[config.mk]
export PLATFORM = sky130hd
export DESIGN_NAME = factorial_dp
export DESIGN_NICKNAME = d
export VERILOG_FILES = /design/src/rtl/factorial_pkg.sv /design/src/rtl/fact_mul.sv /design/src/rtl/factorial_dp.sv
export SDC_FILE = /design/constraint.sdc
export NUM_CORES = 1
export LEC_CHECK = 0
export ABC_CLOCK_PERIOD_IN_PS = 12200
export CAP_MARGIN = 10
export CORE_MARGIN = 2
export CORE_UTILIZATION = 60
export DETAILED_ROUTE_END_ITERATION = 6
export PLACE_DENSITY = 0.78
export SETUP_SLACK_MARGIN = 0.1
export SYNTH_ARGS = -nofsm -noshare
export SYNTH_HDL_FRONTEND = slang
export SYNTH_HIERARCHICAL = 1
export SYNTH_SLANG_ARGS = --single-unit
[constraint.sdc]
create_clock -name clk -period 12.2 [get_ports clk]
set_input_delay 1.22 -clock clk [delete_from_list [all_inputs] [get_ports clk]]
set_output_delay 1.22 -clock clk [all_outputs]
set_load 0.02 [all_outputs]
[src/rtl/factorial_pkg.sv]
// Shared definitions for the iterative factorial engine: control-unit state codes
// used by both the control unit and the datapath.
package factorial_pkg;

  localparam int STATE_W = 3;

  localparam logic [STATE_W-1:0] ST_IDLE = 3'd0;
  localparam logic [STATE_W-1:0] ST_TEST = 3'd1;
  localparam logic [STATE_W-1:0] ST_MUL  = 3'd2;
  localparam logic [STATE_W-1:0] ST_DEC  = 3'd3;
  localparam logic [STATE_W-1:0] ST_DONE = 3'd4;

endpackage

[src/rtl/fact_mul.sv]
// Single-cycle combinational multiplier for the factorial datapath.
// With FACTORIAL_OVF_EN defined, it also flags any product bits above OUT_W.
module fact_mul #(
  parameter int OUT_W = 32,
  parameter int SIZE  = 8
) (
  input  logic [OUT_W-1:0] a,
  input  logic [SIZE-1:0]  b,
`ifdef FACTORIAL_OVF_EN
  output logic             ovf,
`endif
  output logic [OUT_W-1:0] prod
);

`ifdef FACTORIAL_OVF_EN
  logic [OUT_W+SIZE-1:0] full;

  assign full = (OUT_W+SIZE)'(a) * (OUT_W+SIZE)'(b);
  assign prod = full[OUT_W-1:0];
  assign ovf  = |full[OUT_W+SIZE-1:OUT_W];
`else
  // Without overflow detection only the low half is ever needed; it wraps mod 2^OUT_W.
  assign prod = a * OUT_W'(b);
`endif

endmodule

[src/rtl/factorial_dp.sv]
// Datapath of the iterative factorial engine: counter, accumulator and sticky overflow,
// stepped by the control unit's state. Optional overflow detect: FACTORIAL_OVF_EN.
module factorial_dp
  import factorial_pkg::*;
#(
  parameter int SIZE  = 8,
  parameter int OUT_W = 32
) (
  input  logic               clk,
  input  logic               rst,
  input  logic               init,
  input  logic [STATE_W-1:0] curr_state,
  input  logic [SIZE-1:0]    n,
  output logic               proceed,
  output logic [OUT_W-1:0]   result,
  output logic               overflow
);

  logic [SIZE-1:0]  cnt;
  logic [OUT_W-1:0] acc;
  logic [OUT_W-1:0] prod;

`ifdef FACTORIAL_OVF_EN
  logic ovf;
  logic prod_ovf;

  fact_mul #(.OUT_W(OUT_W), .SIZE(SIZE)) u_mul (
    .a    (acc),
    .b    (cnt),
    .ovf  (prod_ovf),
    .prod (prod)
  );

  always_ff @(posedge clk or posedge rst) begin
    if (rst) begin
      ovf <= 1'b0;
    end else if (init) begin
      ovf <= 1'b0;
    end else if (curr_state == ST_MUL) begin
      ovf <= ovf | prod_ovf;
    end
  end

  assign overflow = ovf;
`else
  fact_mul #(.OUT_W(OUT_W), .SIZE(SIZE)) u_mul (
    .a    (acc),
    .b    (cnt),
    .prod (prod)
  );

  assign overflow = 1'b0;
`endif

  // NOTE: state registers use non-blocking assignments so every register samples
  // pre-edge values; blocking here would let acc see a cnt updated in the same edge.
  always_ff @(posedge clk or posedge rst) begin
    if (rst) begin
      cnt <= '0;
      acc <= '0;
    end else if (init) begin
      cnt <= n;
      acc <= OUT_W'(1);
    end else begin
      case (curr_state)
        ST_MUL: acc <= prod;
        ST_DEC: if (cnt != '0) cnt <= cnt - 1'b1;  // saturate at zero, never wrap
        default: ;  // IDLE, TEST, DONE and unused codes hold everything
      endcase
    end
  end

  // Combinational so TEST sees the count left by the preceding DEC or init.
  assign proceed = (cnt > SIZE'(1));
  assign result  = acc;

endmodule

* Yosys cells after proc, flatten, opt, wreduce, memory -nomap -nowiden
Cells that the tools add are included.
** Storage, ports and cells
- Bits in latches :: 0
- Memory bits (read-only) :: 0
- Memories kept :: 0
- Register bits :: 40
- RAM bits :: 0
** Operators by class
- Shift operators :: 0
- Order comparisons :: 1
- Muxes and demuxes :: 5
- Divide/modulo/power cells :: 0
- Reductions and logical operators :: 5
- Bitwise operators :: 0
- $mul :: 1
- Equality and inequality tests :: 2
- $add $sub $neg :: 1
** Operators with widths (count)
- 32-bit 2-to-1 mux :: 2
- 32-bit by 8-bit multiplier with 32-bit output :: 1
- 8-bit 2-to-1 mux :: 3
- 8-bit by 1-bit > comparator with 1-bit output, second input constant :: 1
- 8-bit nonzero test :: 1
- 8-bit by 1-bit subtractor with 8-bit output, second input constant :: 1
- 3-bit by 2-bit == test with 1-bit output, second input constant :: 2
- 2-bit nonzero test :: 3
- 2-bit AND reduction :: 1

* Logic depth before layout (Yosys ltp)
- Word-level depth :: 4
- Mapped depth :: 22
- Mapped depth without buffers :: 20

* Modules after synthesis
The synthesis kept the hierarchy.
** Modules (own cells, without submodules)
- fact_mul :: cells an instance 756, times used 1, area an instance 6602.6 um^2
- factorial_dp :: cells an instance 143, times used 1, area an instance 1735.4 um^2

* Worst setup path before layout
Ideal clock, no wire load.
- Path type :: reg2reg
- Start :: register cnt[2]
- End :: register acc[21], in the netlist result[21]
- Library setup time :: 66 ps
- Setup slack :: 7105 ps
- Period minus slack after synthesis :: 5095 ps
- Arrival time :: 5028 ps
- Cell stages (with the launch flop) :: 21
- Cell sequence :: dfrtp_1 clkbuf_1 clkbuf_1 and2_1 fa_1 fa_1 inv_1 fa_1 fa_1 inv_1 ha_1 o21a_1 o31a_1 o221ai_2 a21boi_2 o21a_1 o21a_1 o21ai_2 or4b_1 o211ai_1 a22o_1
** On the way
- Cells in the longest elaborated chain, start to end :: 3
** RTL lines
- start, declared :: RTL line factorial_dp.sv:19 : logic [SIZE-1:0] cnt;
- start signal, assigned :: RTL line factorial_dp.sv:62 : cnt <= n;
- start signal, assigned :: RTL line factorial_dp.sv:67 : ST_DEC: if (cnt != '0) cnt <= cnt - 1'b1;
- 32-bit by 8-bit multiplier with 32-bit output :: RTL line fact_mul.sv:23 : assign prod = a * OUT_W'(b);
- via prod[21] :: RTL line factorial_dp.sv:21 : logic [OUT_W-1:0] prod;
- 32-bit 2-to-1 mux :: RTL line factorial_dp.sv:65 : case (curr_state)
- 32-bit 2-to-1 mux :: RTL line factorial_dp.sv:61 : end else if (init) begin
- end signal, assigned :: RTL line factorial_dp.sv:66 : ST_MUL: acc <= prod;
- end, declared :: RTL line factorial_dp.sv:20 : logic [OUT_W-1:0] acc;
The timed path passes the listed nets, and every way through them passes these cells. The select of a mux whose other input is x is not followed.
A chain may end at the register's enable or synchronous reset.

* Worst setup path after layout
- Start :: register cnt[3]
- End :: register acc[30], in the netlist result[30]
The elaborated chain is that of the path after synthesis.

==> impl_metrics.prom <==
# TYPE chip_impl_metric gauge
chip_impl_metric{name="vdd_ir_drop_max",unit="mV"} 0.0500
chip_impl_metric{name="timing.slew.headroom",unit="%"} 28.0
chip_impl_metric{name="drt-pass1-iter-count",unit=""} 6
chip_impl_metric{name="comb_power_share",unit="%"} 40.8
chip_impl_metric{name="worst-r2r-cell-count",unit=""} 18
chip_impl_metric{name="port_buffers",unit=""} 46
chip_impl_metric{name="antenna_violating_nets_post_route",unit=""} 0
chip_impl_metric{name="worst_setup_hold_path_clk_slew",unit="ps"} 50
chip_impl_metric{name="post_layout_nets",unit=""} 1139
chip_impl_metric{name="max_slew.worst_pin.slew",unit="ps"} 1080
chip_impl_metric{name="highest_clock_frequency_the_design_can_meet",unit="MHz"} 176
chip_impl_metric{name="synthToLayoutAreaGrowth",unit="%"} 9.03
chip_impl_metric{name="layout.core_utilization",unit="%"} 66.3
chip_impl_metric{name="finalSetupViolCount",unit=""} 0
chip_impl_metric{name="grt_pass1_wl",unit="um"} 32600
chip_impl_metric{name="pwr_density",unit="mW/mm^2"} 52.1
chip_impl_metric{name="seq_power_share",unit="%"} 33.0
chip_impl_metric{name="drc_errors",unit=""} 0
chip_impl_metric{name="critical_path.max_fanout",unit=""} 34
chip_impl_metric{name="grt_antenna_before_repair",unit=""} 0
chip_impl_metric{name="synth_compound_area_share",unit="%"} 11.4
chip_impl_info{name="critical_path.cell_chain",value="and2_1 -> fa_1 -> fa_1 -> fa_1 -> inv_1 -> fa_1 -> inv_1 -> ha_1 -> a21oi_1 -> o21ai_1 -> a311oi_1 -> nand3_1 -> o31ai_1 -> a31oi_1 -> o21a_1 -> nor2_1 -> xnor2_1 -> a22o_1"} 1
chip_impl_metric{name="timing_max_transition_violations_final",unit=""} 0
chip_impl_info{name="prevailing_post_synth_register_cell",value="sky130_fd_sc_hd__dfrtp_1"} 1
chip_impl_metric{name="dp_slack",unit="ps"} 6570
chip_impl_metric{name="power.static_leakage",unit="nW"} 4.57
chip_impl_metric{name="yosys.area_share.adder",unit="%"} 43.9
chip_impl_info{name="synth_top_cell_by_area",value="sky130_fd_sc_hd__fa_1"} 1
chip_impl_metric{name="route.detailed.vias_per_inst",unit=""} 5.74
chip_impl_metric{name="fp.dieH",unit="um"} 122
chip_impl_metric{name="dr.first_iter.drc_count",unit=""} 436
chip_impl_metric{name="globalplace.congestion",unit=""} 0.863
chip_impl_metric{name="totalPowerFinal",unit="mW"} 0.474
chip_impl_metric{name="hold_viol",unit=""} 0
chip_impl_info{name="worst_setup_path_start_kind",value="register"} 1
chip_impl_metric{name="min_period_over_period",unit="%"} 46.5
chip_impl_metric{name="ys_async_sr_fraction",unit="%"} 100
chip_impl_metric{name="min_delay_path_depth",unit=""} 1
chip_impl_metric{name="post-cts-setup-buffer-count",unit=""} 0
chip_impl_metric{name="routed_wl",unit="um"} 19100
chip_impl_metric{name="cell_count_along_the_critical_path",unit=""} 18
chip_impl_metric{name="period_minus_slack",unit="ps"} 5680
chip_impl_metric{name="die_w",unit="um"} 122
chip_impl_metric{name="synthDistinctLibCells",unit=""} 62
chip_impl_metric{name="drive_gt1_share",unit="%"} 2.92
chip_impl_metric{name="synthesis_warnings",unit=""} 6
chip_impl_info{name="worst_flop_to_flop_path_startpoint",value="cnt[3]"} 1
chip_impl_info{name="worst_hold_startpoint",value="result[31]"} 1
chip_impl_info{name="outcome",value="finished clean"} 1
chip_impl_info{name="root_buffer_master",value="sky130_fd_sc_hd__clkbuf_16"} 1
chip_impl_info{name="timing.critical_path.from",value="cnt[3]"} 1
chip_impl_metric{name="setup_tns",unit="ps"} 0
chip_impl_metric{name="p_clk_share",unit="%"} 26.2
chip_impl_metric{name="internal-power",unit="mW"} 0.291
chip_impl_metric{name="design.die.area",unit="mm^2"} 0.0149
chip_impl_metric{name="detailedPlacementHpwl",unit="um"} 14200
chip_impl_metric{name="synth_simple_gate_area_share",unit="%"} 20.8
chip_impl_metric{name="globalRoute.totalOverflow",unit=""} 0
chip_impl_metric{name="global_route.usage.total",unit="%"} 27.5
chip_impl_info{name="synth_top_family_by_area",value="adder cells"} 1
chip_impl_info{name="path_class",value="register to register"} 1
chip_impl_info{name="critical_path.slowest_cell",value="sky130_fd_sc_hd__dfrtp_1"} 1
chip_impl_metric{name="detailed_route_wirelength_on_metal2",unit="um"} 9300
chip_impl_metric{name="cts_made_buffers",unit=""} 5
chip_impl_metric{name="cts.repair.resized",unit=""} 0
chip_impl_info{name="setup_repair_after_global_routing_missed_its_margin",value="false"} 1
chip_impl_metric{name="max_cap_violations",unit=""} 0
chip_impl_metric{name="synth_seq_cells",unit=""} 40
chip_impl_info{name="critPathTopFamily",value="adder cells"} 1
chip_impl_metric{name="holdBufCountCts",unit=""} 0
chip_impl_metric{name="power.switching",unit="mW"} 0.183
chip_impl_info{name="worstHoldPathType",value="register to register"} 1
chip_impl_metric{name="core.rowCount",unit=""} 43
chip_impl_metric{name="synth_edf_count",unit=""} 0
chip_impl_metric{name="clock_skew_after_layout",unit="ps"} 3.99
chip_impl_info{name="synth_area_leaders",value="sky130_fd_sc_hd__fa_1 (37%), sky130_fd_sc_hd__and2_1 (13%), sky130_fd_sc_hd__dfrtp_1 (12%)"} 1
chip_impl_metric{name="critPathArrivalTime",unit="ps"} 5840
chip_impl_info{name="routed.top_layer",value="met4"} 1
chip_impl_metric{name="dr_wl_met3",unit="um"} 865
chip_impl_metric{name="synth_xor_area_share",unit="%"} 3.47
chip_impl_metric{name="cts_buffer_depth",unit=""} 2
chip_impl_metric{name="postSynthNetCount",unit=""} 1112
chip_impl_metric{name="detail_route.wirelength.met1",unit="um"} 8640
chip_impl_metric{name="core_area",unit="mm^2"} 0.0137
chip_impl_metric{name="fin_cells",unit=""} 1106
chip_impl_metric{name="synth.area.mux_share",unit="%"} 0
chip_impl_metric{name="clk_latency_worst_skew_pair",unit="ps"} 280
chip_impl_metric{name="switching_share",unit="%"} 38.6
chip_impl_info{name="critical_path.most_common_cell",value="sky130_fd_sc_hd__fa_1"} 1
chip_impl_metric{name="numPlacedInstances",unit=""} 1099
chip_impl_metric{name="sequential_area_share_after_synthesis",unit="%"} 12.0
chip_impl_metric{name="dr_total_vias",unit=""} 6347
chip_impl_metric{name="antenna_cells",unit=""} 0
chip_impl_metric{name="largest_net_degree_at_the_start_of_global_routing",unit=""} 41
chip_impl_metric{name="drt-wirelength-per-cell",unit="um"} 17.3
chip_impl_metric{name="htree_levels",unit=""} 2
chip_impl_metric{name="worst_case_setup_margin_in_the_final_layout",unit="ps"} 6520
chip_impl_metric{name="worst_ep_required_time",unit="ps"} 12370
chip_impl_metric{name="buffering_stage_count_on_the_worst_path_with_inverters_included",unit=""} 2
chip_impl_metric{name="clock_sinks",unit=""} 40
chip_impl_metric{name="synth_largest_type_area_fraction",unit="%"} 37.5
chip_impl_info{name="setup.worst_path.end_class",value="register"} 1
chip_impl_info{name="clock_tree_from_tritoncts",value="done"} 1
chip_impl_metric{name="post_synth_instance_area",unit="mm^2"} 0.00834
chip_impl_metric{name="first_global_vias",unit=""} 6518
chip_impl_metric{name="postSynthCellCount",unit=""} 899
chip_impl_metric{name="io_pins",unit=""} 48
chip_impl_metric{name="initial_core_util",unit="%"} 60.8
chip_impl_metric{name="syn-mean-instance-area",unit="um^2"} 9.27
chip_impl_metric{name="timing.critical_path.slowest_cell_delay",unit="ps"} 1050
==> cells by family after synthesis <==
| logic type | count (synthesis) |
|---|---|
| and+or+nand+nor | 313 |
| AOI/OAI and AO/OA | 129 |
| buffers and inverters | 184 |
| DFF | 40 |
| other | 1 |
| xor gates and xnor gates | 33 |
| adders and majority gates | 199 |
==> through the flow <==
| step | area [um^2] | hold WS (ps) |
|---|---|---|
| floorplan | 8340 | 597 |
| global placement | 8960 | 547 |
| detailed placement | 8960 | 552 |
| CTS | 9090 | 570 |
| global route | 9090 | 603 |
| finish | 9090 | 562 |
==> worst register-to-register path, delay by kind of cell (launching register included) <==
kind / cells / cell delay (ps)
buf+inv: 2 / 90
simple gates: 3 / 590
compound gates: 7 / 1480
flops: 1 / 1050
fa+ha+maj: 5 / 2290
xor+xnor: 1 / 70
==> sequential cells by signal, indices dropped and copies added (netlist names) <==
register	cells
cnt	8
result	32
==> worst paths after layout <==
check,endpoint,slack [ps]
max in group asynchronous,result[9],10460
worst max register to register,result[30],6520
worst min-delay path,result[31],560
worst min register to register,result[31],560
worst max-delay path,result[30],6520
min in group asynchronous,cnt[6],1360
==> cell type report <==
class / count / area, um^2
well taps: 180 / 225
clock inverters: 1 / 5.00
flip-flops and latches: 40 / 1000
repair buffers: 56 / 536
fillers: 1117 / 4630
multi-input cells: 675 / 6640
inverters: 148 / 556
clock buffers: 6 / 129
==> power by group through the flow <==
stage                     logic [mW]  registers (mW)  clock network (mW)
after floorplan                0.136           0.153                   0
after global placement         0.185           0.158                   0
after detailed placement       0.189           0.158                   0
after CTS                      0.192           0.156               0.127
after global routing           0.218           0.158               0.134
final                          0.193           0.156               0.124
==> per-layer routing <==
| layer | global-route usage, % | vias to the layer above |
|---|---|---|
| met5 | 0 | - |
| met4 | 5.60 | 0 |
| li1 | - | 2883 |
| met2 | 45.9 | 180 |
| met1 | 40.1 | 3258 |
| met3 | 1.92 | 26 |
==> cell usage in the layout (no fill, tap or decap), drive strengths merged, types with 3 or more instances in the layout <==
| cell | instances |
|---|---|
| a22o | 31 |
| inv | 148 |
| clkdlybuf4s50 | 46 |
| dfrtp | 40 |
| and3 | 3 |
| o31ai | 3 |
| a21boi | 4 |
| o21a | 7 |
| xnor2 | 25 |
| and2 | 175 |
| o311ai | 3 |
| nand2 | 71 |
| o2111ai | 6 |
| nand3 | 8 |
| a21o | 4 |
| o21bai | 3 |
| o21ai | 15 |
| clkbuf | 6 |
| o211ai | 5 |
| ha | 43 |
| fa | 156 |
| a31oi | 4 |
| xor2 | 8 |
| nor4 | 3 |
| nor2 | 29 |
| nor3 | 4 |
| buf | 10 |
| a21oi | 25 |
==> Yosys cell counts, types with 2 or more instances <==
cell                          n
sky130_fd_sc_hd__a21o_1       4
sky130_fd_sc_hd__nand2_1     71
sky130_fd_sc_hd__a31oi_1      4
sky130_fd_sc_hd__a21boi_0     3
sky130_fd_sc_hd__and2_1     175
sky130_fd_sc_hd__nand4_1      2
sky130_fd_sc_hd__nand2b_1     2
sky130_fd_sc_hd__o21ai_0     13
sky130_fd_sc_hd__xnor2_1     25
sky130_fd_sc_hd__ha_1        43
sky130_fd_sc_hd__o31a_1       2
sky130_fd_sc_hd__or3_1        2
sky130_fd_sc_hd__nor4_1       3
sky130_fd_sc_hd__and3_1       3
sky130_fd_sc_hd__o311ai_0     2
sky130_fd_sc_hd__clkbuf_1    31
sky130_fd_sc_hd__nand3_1      8
sky130_fd_sc_hd__o211ai_1     5
sky130_fd_sc_hd__a211o_1      2
sky130_fd_sc_hd__a41oi_1      2
sky130_fd_sc_hd__a311oi_1     2
sky130_fd_sc_hd__nand4b_1     2
sky130_fd_sc_hd__buf_2        4
sky130_fd_sc_hd__inv_1      147
sky130_fd_sc_hd__a211oi_1     2
sky130_fd_sc_hd__nor2_1      29
sky130_fd_sc_hd__o21bai_1     3
sky130_fd_sc_hd__dfrtp_1     40
sky130_fd_sc_hd__a2bb2oi_1    2
sky130_fd_sc_hd__fa_1       156
sky130_fd_sc_hd__or4b_1       2
sky130_fd_sc_hd__a22o_1      31
sky130_fd_sc_hd__nor3_1       3
sky130_fd_sc_hd__o31ai_1      3
sky130_fd_sc_hd__or2_2        2
sky130_fd_sc_hd__o21a_1       7
sky130_fd_sc_hd__xor2_1       8
sky130_fd_sc_hd__o2111ai_1    6
sky130_fd_sc_hd__a21oi_1     25
Note: power is estimated with default switching activity, not from simulation.
==> patch: new RTL, same flow settings <==
`SIZE` is set to 8 in 2 places; all go to 4.
--- a/src/rtl/fact_mul.sv
+++ b/src/rtl/fact_mul.sv
@@ -4,3 +4,3 @@
   parameter int OUT_W = 32,
-  parameter int SIZE  = 8
+  parameter int SIZE  = 4
 ) (
--- a/src/rtl/factorial_dp.sv
+++ b/src/rtl/factorial_dp.sv
@@ -5,3 +5,3 @@
 #(
-  parameter int SIZE  = 8,
+  parameter int SIZE  = 4,
   parameter int OUT_W = 32
Ports: changed (resized n); port bits go from 48 to 44. No check against the original RTL was run, so the function may have changed too.
==> patch against the unedited design <==
Cell area decreased by 32%. Utilization increased by 1.2 points. Area after synthesis decreased by 33%. Routed wire length decreased by 25%. Synthesized cell count decreased by 25%. Sequential cell count decreased by 4. Sequential share of layout area increased by 3.6 points. Combinational power decreased by 80%. Die area decreased by 32%. Setup slack improved by 1.1 ns. Power decreased by 38%.
==> patch: results (changes against the unedited design) <==
stage	metric	value	unit	change
placed_design	detailedPlace.worstSlack	7.671	ns	was 6.573 ns
synth	synth.area.mux_share	0.004056		was 0
synth	synth_seq_area_share	0.1622		was 0.1200
finish	n_fill_cell	781		was 1117
global_routing	grt_pass1_wl	23760	µm	was 32640 µm
placed_design	postPlaceCellArea	6020	µm²	was 8957 µm²
pwr	power.leakage	3.059	nW	was 4.567 nW
placed_design	gp_congestion	0.9601		was 0.8634
clocking	clock-root-buffer	clkbuf_8		was clkbuf_16
synth	post_synth_fa_ha_maj_area_fraction	0.2821		was 0.4391
sta	final.hold.worst_slack	0.5493	ns	was 0.5616 ns
global_routing	grt_max_degree	37		was 41
finish	drive_gt1_frac	0.03994		was 0.02916
detailed_routing	total_detailed_routing_wirelength	14270	µm	was 19110 µm
synth	synthesis.area_per_instance	8.226	µm²	was 9.275 µm²
sta	fin_worst_skew	0.01289	ns	was 0.003986 ns
placed_design	place.port_buffers	42		was 46
finish	final_cell_count_no_fill	812		was 1106
detailed_routing	dr.pass1.iters	5		was 6
synth	post_synth_main_area_contributors	fa_1 21%, dfrtp_1 16%, and2_1 10%, inv_1 8.4%, ha_1 7.7%		was fa_1 37%, and2_1 13%, dfrtp_1 12%, inv_1 6.6%, ha_1 6.5%
sta	min_period_over_period	0.3717		was 0.4654
clocking	clkLatencyLatePin	0.30	ns	was 0.28 ns
global_routing	groute.layer.met2.usage	0.5013		was 0.4595
clocking	clkTransAtPathRegs	0.08	ns	was 0.05 ns
synth	synth.cells.most_frequent	125 x inv_1, 89 x and2_1, 65 x nand2_1		was 175 x and2_1, 156 x fa_1, 147 x inv_1
sta	max_slew.worst_pin.slew	1.080	ns	was 1.081 ns
setup_path	critical_path.max_fanout	35		was 34
global_routing	globalRouteMet1Util	0.4088		was 0.4011
global_routing	use_met3	0.02994		was 0.01919
detailed_routing	route.vias.total	4826		was 6347
detailed_routing	dr.first_iter.drc_count	292		was 436
synth	xor_xnor_share_of_the_synthesized_area	0.04507		was 0.03466
global_routing	gr-usage-all-layers	0.2947		was 0.2752
pwr	vdd_ir_drop_max	0.03377	mV	was 0.04998 mV
placed_design	placed_cells	804		was 1099
setup_path	setup.reg_to_reg.worst_slack	7.67	ns	was 6.52 ns
synth	post_synth_num_cell_types	59		was 62
synth	post_synthesis_compound_gate_area_fraction	0.1787		was 0.1139
run_status	status	finished, final reports clean		unchanged
[patch: cell types whose count changed after synthesis, moves of 6 or more]
cell / delta
nand4_1: +6
xnor2_1: -8
clkbuf_1: -13
inv_1: -22
and2_1: -86
nor2_1: -9
a21oi_1: +9
nand2_1: -6
ha_1: -9
fa_1: -99
and4_1: +7
[patch: critical path, stage by stage (launching register included)]
cell and delay [ns]:
dfrtp_1 1.06, nand2_1 0.17, fa_1 0.54, fa_1 0.60, inv_1 0.06, ha_1 0.28
a21o_1 0.20, and4_1 0.24, o21ai_1 0.23, o221ai_1 0.27, a211oi_1 0.45, xnor2_1 0.11
a22o_1 0.21
[patch: kinds of logic after synthesis]
family,after synthesis
other,1
muxes,2
adders and majority gates,91
AOI/OAI and AO/OA,141
DFF,36
buffers and inverters,153
xor gates and xnor gates,27
and+or+nand+nor,224
[patch: cell type report]
cell class,instances,area [µm²],area share
inverter,125,469.2,0.07634
tap,111,138.9,0.02260
clock inverter,1,30.03,0.004886
clock buffer,7,96.34,0.01568
timing repair buffer,46,450.4,0.07329
sequential,36,900.9,0.1466
multi-input combinational,486,4060,0.6606
[patch: per-layer routing]
layer | up-vias | wire length [µm]
met5 | - | 0
met4 | 0 | 169
met3 | 16 | 654
met2 | 147 | 7036
met1 | 2417 | 6407
li1 | 2246 | -
[patch: final timing paths]
path                       startpoint          to  cells after the start
max                            cnt[2]  result[29]                     12
min                        result[31]  result[31]                      1
max reg2reg                    cnt[2]  result[29]                     12
min reg2reg                result[31]  result[31]                      1
max in group asynchronous         rst  result[22]                      3
min in group asynchronous         rst   result[9]                      3
[patch: power breakdown]
part | leakage, nW | switching (mW) | internal (mW)
combinational | 2.51 | 0.0235 | 0.0159
clock | 0.0645 | 0.0485 | 0.0723
sequential | 0.487 | 0.0127 | 0.121
total | 3.06 | 0.0847 | 0.209
